--- config.mk ---
export PLATFORM = sky130hd
export DESIGN_NAME = led_scan_arbiter
export DESIGN_NICKNAME = d
export VERILOG_FILES = /design/src/rtl/game_pkg.sv /design/src/rtl/slot_prescaler.sv /design/src/rtl/led_scan_arbiter.sv
export SDC_FILE = /design/constraint.sdc
export NUM_CORES = 1
export LEC_CHECK = 0
export BUFFER_PORTS_ARGS = -buffer_cell sky130_fd_sc_hd__buf_2
export CAP_MARGIN = 20
export CORE_MARGIN = 1.5
export CORE_UTILIZATION = 63
export DETAILED_ROUTE_END_ITERATION = 10
export PLACE_DENSITY = 0.84
export RECOVER_POWER = 50
export SLEW_MARGIN = 30
export SYNTH_ARGS = -nofsm -noshare
export SYNTH_HDL_FRONTEND = slang
export SYNTH_SLANG_ARGS = --single-unit
--- constraint.sdc ---
create_clock -name CLK -period 5.6 [get_ports CLK]
set_clock_uncertainty 0.1 [all_clocks]
set_input_delay 1.12 -clock CLK [delete_from_list [all_inputs] [get_ports CLK]]
set_output_delay 1.12 -clock CLK [all_outputs]
set_load 0.005 [all_outputs]
--- src/rtl/game_pkg.sv ---
// rtl/game_pkg.sv - shared field widths, colour codes, scan states and LED bus packing
package game_pkg;

  localparam int ROW_W   = 4;
  localparam int COL_W   = 3;
  localparam int CLR_W   = 2;
  localparam int COL_MAX = 7;
  localparam int ROW_MAX = 15;

  localparam logic [CLR_W-1:0] CLR_OFF  = 2'b00;
  localparam logic [CLR_W-1:0] CLR_BALL = 2'b01;
  localparam logic [CLR_W-1:0] CLR_BAR  = 2'b10;

  typedef enum logic [1:0] {LATCH, DRAW, BLANK} scan_state_e;

  // Bit 7 of the matrix bus is unused by the board and is always driven low.
  function automatic logic [9:0] pack_led(input logic [CLR_W-1:0] clr,
                                          input logic [ROW_W-1:0] row,
                                          input logic [COL_W-1:0] col);
    return {clr, 1'b0, row, col};
  endfunction

endpackage

--- src/rtl/slot_prescaler.sv ---
// rtl/slot_prescaler.sv - DWELL-cycle slot counter with hold-to-zero and last-cycle tick
module slot_prescaler #(
  parameter int DWELL = 2000
) (
  input  logic clk_i,
  input  logic rst_i,
  input  logic hold_i,
  output logic tick_o
);

  localparam int CW = (DWELL > 1) ? $clog2(DWELL) : 1;
  localparam logic [CW-1:0] LAST = CW'(DWELL - 1);

  logic [CW-1:0] cnt_q;
  logic [CW-1:0] cnt_d;

  always_comb begin
    cnt_d = cnt_q + CW'(1);
    if (hold_i || cnt_q == LAST) cnt_d = '0;
  end

  always_ff @(posedge clk_i or posedge rst_i) begin
    if (rst_i) cnt_q <= '0;
    else       cnt_q <= cnt_d;
  end

  assign tick_o = (cnt_q == LAST);

endmodule

--- src/rtl/led_scan_arbiter.sv ---
// rtl/led_scan_arbiter.sv - frame scheduler that snapshots sprite runs and emits one pixel per slot
module led_scan_arbiter
  import game_pkg::*;
#(
  parameter int DWELL       = 2000,
  parameter int FRAME_SLOTS = 128,
  parameter int N_REQ       = 4
) (
  input  logic             CLK,
  input  logic             RST,
  input  logic             en,
  input  logic [N_REQ-1:0] req_valid,
  input  logic [7:0]       req_colour,
  input  logic [15:0]      req_row,
  input  logic [11:0]      req_col,
  input  logic [7:0]       req_len,
  output logic [9:0]       LEDout,
  output logic             frame_start,
  output logic             slot_tick
);

  localparam int SW = $clog2(FRAME_SLOTS);
  localparam logic [SW-1:0] LAST_SLOT = SW'(FRAME_SLOTS - 1);

  scan_state_e      state_q;
  logic [9:0]       led_q;
  logic             frame_start_q;
  logic [SW-1:0]    slot_q;
  logic [1:0]       cur_q;
  logic [1:0]       pix_q;
  logic [N_REQ-1:0] snap_valid_q;
  logic [7:0]       snap_colour_q;
  logic [15:0]      snap_row_q;
  logic [11:0]      snap_col_q;
  logic [7:0]       snap_len_q;

  logic       tick;
  logic       hold;
  logic [2:0] first_sel;
  logic [2:0] next_sel;
  logic [9:0] first_pix;
  logic [9:0] adv_pix;
  logic [9:0] next_pix;
  logic [1:0] cur_len;

  // Lowest-index valid requester at or above start; MSB flags a hit.
  function automatic logic [2:0] find_from(input logic [3:0] v, input logic [2:0] start);
    logic [2:0] r;
    r = 3'b000;
    for (int i = 3; i >= 0; i--) begin
      if (v[i] && 3'(i) >= start) r = {1'b1, 2'(i)};
    end
    return r;
  endfunction

  // Pixels past column 7 are blanked rather than wrapped, but still use their slot.
  function automatic logic [9:0] pixel_of(input logic [1:0] clr, input logic [3:0] row,
                                          input logic [2:0] col, input logic [1:0] j);
    logic [3:0] x;
    logic [9:0] p;
    x = {1'b0, col} + {2'b00, j};
    p = pack_led(clr, row, x[2:0]);
    if (x > 4'(COL_MAX)) p = '0;
    return p;
  endfunction

  assign hold = !en || (state_q == LATCH);

  slot_prescaler #(.DWELL(DWELL)) u_prescaler (
    .clk_i (CLK),
    .rst_i (RST),
    .hold_i(hold),
    .tick_o(tick)
  );

  always_comb begin
    first_sel = find_from(req_valid, 3'd0);
    first_pix = pixel_of(req_colour[{first_sel[1:0], 1'b0} +: 2],
                         req_row[{first_sel[1:0], 2'b00} +: 4],
                         req_col[{2'b00, first_sel[1:0]} * 4'd3 +: 3], 2'd0);
    cur_len   = snap_len_q[{cur_q, 1'b0} +: 2];
    adv_pix   = pixel_of(snap_colour_q[{cur_q, 1'b0} +: 2],
                         snap_row_q[{cur_q, 2'b00} +: 4],
                         snap_col_q[{2'b00, cur_q} * 4'd3 +: 3], pix_q + 2'd1);
    next_sel  = find_from(snap_valid_q, {1'b0, cur_q} + 3'd1);
    next_pix  = pixel_of(snap_colour_q[{next_sel[1:0], 1'b0} +: 2],
                         snap_row_q[{next_sel[1:0], 2'b00} +: 4],
                         snap_col_q[{2'b00, next_sel[1:0]} * 4'd3 +: 3], 2'd0);
  end

  always_ff @(posedge CLK or posedge RST) begin
    if (RST) begin
      state_q       <= LATCH;
      led_q         <= '0;
      frame_start_q <= 1'b0;
      slot_q        <= '0;
      cur_q         <= '0;
      pix_q         <= '0;
      snap_valid_q  <= '0;
      snap_colour_q <= '0;
      snap_row_q    <= '0;
      snap_col_q    <= '0;
      snap_len_q    <= '0;
    end else begin
      frame_start_q <= 1'b0;
      if (!en) begin
        state_q <= LATCH;
        led_q   <= '0;
        slot_q  <= '0;
      end else begin
        case (state_q)
          LATCH: begin
            snap_valid_q  <= req_valid;
            snap_colour_q <= req_colour;
            snap_row_q    <= req_row;
            snap_col_q    <= req_col;
            snap_len_q    <= req_len;
            frame_start_q <= 1'b1;
            slot_q        <= '0;
            cur_q         <= first_sel[1:0];
            pix_q         <= '0;
            if (first_sel[2]) begin
              state_q <= DRAW;
              led_q   <= first_pix;
            end else begin
              state_q <= BLANK;
              led_q   <= '0;
            end
          end
          DRAW: begin
            if (tick) begin
              slot_q <= slot_q + SW'(1);
              if (slot_q == LAST_SLOT) begin
                state_q <= LATCH;
                led_q   <= '0;
              end else if (pix_q < cur_len) begin
                pix_q <= pix_q + 2'd1;
                led_q <= adv_pix;
              end else if (next_sel[2]) begin
                cur_q <= next_sel[1:0];
                pix_q <= '0;
                led_q <= next_pix;
              end else begin
                state_q <= BLANK;
                led_q   <= '0;
              end
            end
          end
          BLANK: begin
            led_q <= '0;
            if (tick) begin
              slot_q <= slot_q + SW'(1);
              if (slot_q == LAST_SLOT) state_q <= LATCH;
            end
          end
          default: begin
            state_q <= LATCH;
            led_q   <= '0;
          end
        endcase
      end
    end
  end

  assign LEDout      = led_q;
  assign frame_start = frame_start_q;
  assign slot_tick   = tick;

endmodule

==> flow_metrics.py <==
metrics = {
    "layout": {
        "layout.nets": 557,
        "drive_gt1_share_pct": 29.1,
        "final_cell_area_um2": 5340,
        "area_growth_pct": 11.5,
        "fin_cells": 601,
        "nFillCells": 564,
        "antenna_cells": 0,
    },
    "power": {
        "p_per_area_nw_per_um2": 532,
        "leakagePower_nw": 2.34,
        "vdd_drop_max_v": 0.000293,
    },
    "worst_setup_path": {
        "crit_required_ns": 5.77,
        "end_kind": "flop",
        "arrival_ns": 4.08,
        "critical_path_class": "input port to flop",
        "critPathMaxFanout": 50,
        "r2r_cells": 7,
        "startpoint_type": "input port",
    },
    "cts": {
        "ctsResizeCount": 0,
        "clk_path_buf_depth": 2,
        "clkSinkCount": 81,
        "clk_pin_slew_ns": 0.08,
        "cts_tree": "done",
        "cts-root-buf": "clkbuf_8",
        "cts_setup_buffers": 0,
        "clkLatencyLatePin_ns": 0.36,
        "cts_buffers": 9,
        "hold_buffers": 0,
        "cts-htree-levels": 3,
    },
    "route": {
        "via_per_inst": 6.61,
        "num_vias": 3972,
        "ant_nets": 0,
        "routed_wl_mm": 11.9,
        "dr.first_iter.drc_count": 389,
        "drc": 0,
        "wl_per_cell_um": 19.8,
        "first_pass_iters": 5,
    },
    "floorplanning": {
        "io_pins": 63,
        "dieArea_um2": 8130,
        "rows": 31,
        "start_util_pct": 65.7,
        "die_x_um": 90.2,
        "core-area_um2": 7290,
        "die_height_um": 90.2,
    },
    "synth": {
        "synth_top_area_cell": "dfrtp_1",
        "yosys.area.top_type_share_pct": 42.3,
        "async_reset_ff_share_pct": 100,
        "syn-cell-area_um2": 4790,
        "ys_ff_latch": 81,
        "synth.net_count": 508,
        "ys_types": 64,
        "synth_flop_cell": "dfrtp_1",
        "ys_seq_area_share_pct": 42.3,
        "yosys-top-cells-area": "dfrtp_1 (42%), mux2_2 (11%), mux4_2 (4.7%)",
        "avgSynthCellArea_um2": 10.7,
        "synth-edff-count": 0,
        "syn_inst": 448,
        "synth_warnings": 0,
    },
    "run_status": {
        "violations": "max-capacitance violations, max-slew violations",
        "outcome": "finished with violations",
    },
    "placement": {
        "pre_cts_ws_ns": 2.66,
        "globalplace.congestion": 0.918,
        "portBuffers": 61,
        "dp_hpwl_mm": 8.41,
        "dp.cells": 585,
        "postPlaceCellArea_um2": 5140,
    },
    "sta": {
        "fmax_ghz": 0.256,
        "rsz0062_at_grt": "false",
        "setup_slack_ns": 1.69,
        "worst_pin_slew_ns": 2.02,
        "final_hold_viol_count": 0,
        "fin_crit_sh_pct": 69.8,
        "final-setup-viol-count": 0,
        "fin_tns_setup_ns": 0,
        "post-route-min-period_ns": 3.91,
        "slew_viol_final": 51,
        "slew_headroom_pct": -34.7,
    },
    "grt": {
        "antenna_found_initial": 0,
        "grt_pass1_wl_mm": 20.0,
        "grt_pass1_vias": 3936,
        "overflow": 0,
        "grt_usage_pct": 31.2,
        "grt_start_max_net_pins": 54,
    },
    "job": {
        "maxCapViolCount": 1,
    },
    "hold_path": {
        "holdCritPathClass": "flop to flop",
        "min_path_cells": 1,
    },
}
-- worst paths after layout --
| check | to | slack [ns] | from |
|---|---|---|---|
| hold / removal | u_prescaler.cnt_q[0] | 0.37 | u_prescaler.cnt_q[0] |
| setup / recovery | LEDout[1] | 1.69 | en |
| max in group asynchronous | snap_row_q[4] | 3.27 | RST |
| setup reg to reg | LEDout[1] | 2.09 | state_q[0] |
| hold reg to reg | u_prescaler.cnt_q[0] | 0.37 | u_prescaler.cnt_q[0] |
| min in group asynchronous | snap_len_q[5] | 0.91 | RST |
-- layout make-up --
type	count	area, um^2	area share, %
clock buffer	12	155	2.91
clock inverter	4	51.3	0.961
inverter	20	76.3	1.43
multi-input combinational	321	2580	48.3
sequential	81	2030	38.0
tap	99	124	2.32
timing repair buffer	64	327	6.12
-- metrics by stage --
stage	total power [mW]	utilization, %	hold WS (ns)
after floorplan	2.00	-	0.324
after global placement	2.30	70.4	0.341
after detailed placement	2.36	70.5	0.358
after CTS	2.81	73.3	0.369
after global routing	3.02	73.2	0.404
final	2.84	73.2	0.368
-- layer usage --
layer / vias up / GRT usage [%] / routed length (um)
li1: 1786 / - / -
met1: 1956 / 43.7 / 5030
met2: 196 / 47.8 / 5590
met3: 34 / 6.68 / 961
met4: 0 / 12.0 / 324
met5: - / 0 / 0
-- cell usage after synthesis (all sizes together), types with 2 or more instances --
| cell | n |
|---|---|
| xnor2 | 8 |
| o21ai | 16 |
| nor4 | 3 |
| a221oi | 9 |
| nor3b | 3 |
| ha | 8 |
| inv | 20 |
| a21o | 3 |
| nor2 | 22 |
| a21boi | 2 |
| mux2 | 48 |
| nand3b | 2 |
| nand2b | 11 |
| and3 | 7 |
| o311a | 2 |
| mux2i | 11 |
| or3b | 3 |
| buf | 13 |
| mux4 | 10 |
| nand4 | 3 |
| nor2b | 10 |
| o211ai | 17 |
| or2 | 2 |
| and2 | 2 |
| a22oi | 8 |
| a221o | 6 |
| nor3 | 2 |
| o21bai | 3 |
| nand2 | 30 |
| dfrtp | 81 |
| o22a | 7 |
| and3b | 5 |
| o31ai | 11 |
| xor2 | 3 |
| a32oi | 4 |
| a21oi | 10 |
| nand3 | 12 |
| clkbuf | 13 |
-- placed cells by master (no fill, tap or decap), drive strengths merged, types with 7 or more instances in the layout --
cell / count
a21oi: 10
a221oi: 9
a22oi: 8
and3: 7
buf: 63
clkbuf: 13
dfrtp: 81
ha: 8
inv: 19
mux2: 48
mux2i: 11
mux4: 10
nand2: 30
nand2b: 11
nand3: 12
nor2: 22
nor2b: 10
o211ai: 17
o21ai: 16
o22a: 7
o31ai: 11
xnor2: 8
-- where the power goes --
part / leakage, nW / internal (mW) / switching [mW] / total (mW)
Combinational: 1.23 / 0.667 / 0.724 / 1.39
Clock: 0.103 / 0.231 / 0.216 / 0.447
Sequential: 1.01 / 0.813 / 0.190 / 1.00
Total: 2.34 / 1.71 / 1.13 / 2.84
-- logic make-up (layout without fill, tap and decap cells) --
logic type,Yosys count,count (layout),share of synthesized area (%)
xor+xnor,11,11,2.01
simple gates,120,120,13.4
other cells,1,1,0.0783
mux,69,69,18.3
buf+inv,46,100,3.84
compound gates,111,111,17.6
flops,81,81,42.3
fa+ha+maj,9,9,2.51
-- critical path: stages --
cell      delay, ns
clkbuf_1       0.36
nand2_1        1.24
or2_2          0.79
a21oi_1        0.30
a22oi_1        0.14
o211ai_1       0.12
-- state kept, by name (all words and copies together), names as in the netlist --
| register | count |
|---|---|
| LEDout | 9 |
| cur_q | 2 |
| frame_start | 1 |
| pix_q | 2 |
| slot_q | 7 |
| snap_col_q | 12 |
| snap_colour_q | 8 |
| snap_len_q | 8 |
| snap_row_q | 16 |
| snap_valid_q | 3 |
| state_q | 2 |
| u_prescaler.cnt_q | 11 |
Power figures use the tool's default switching activity.
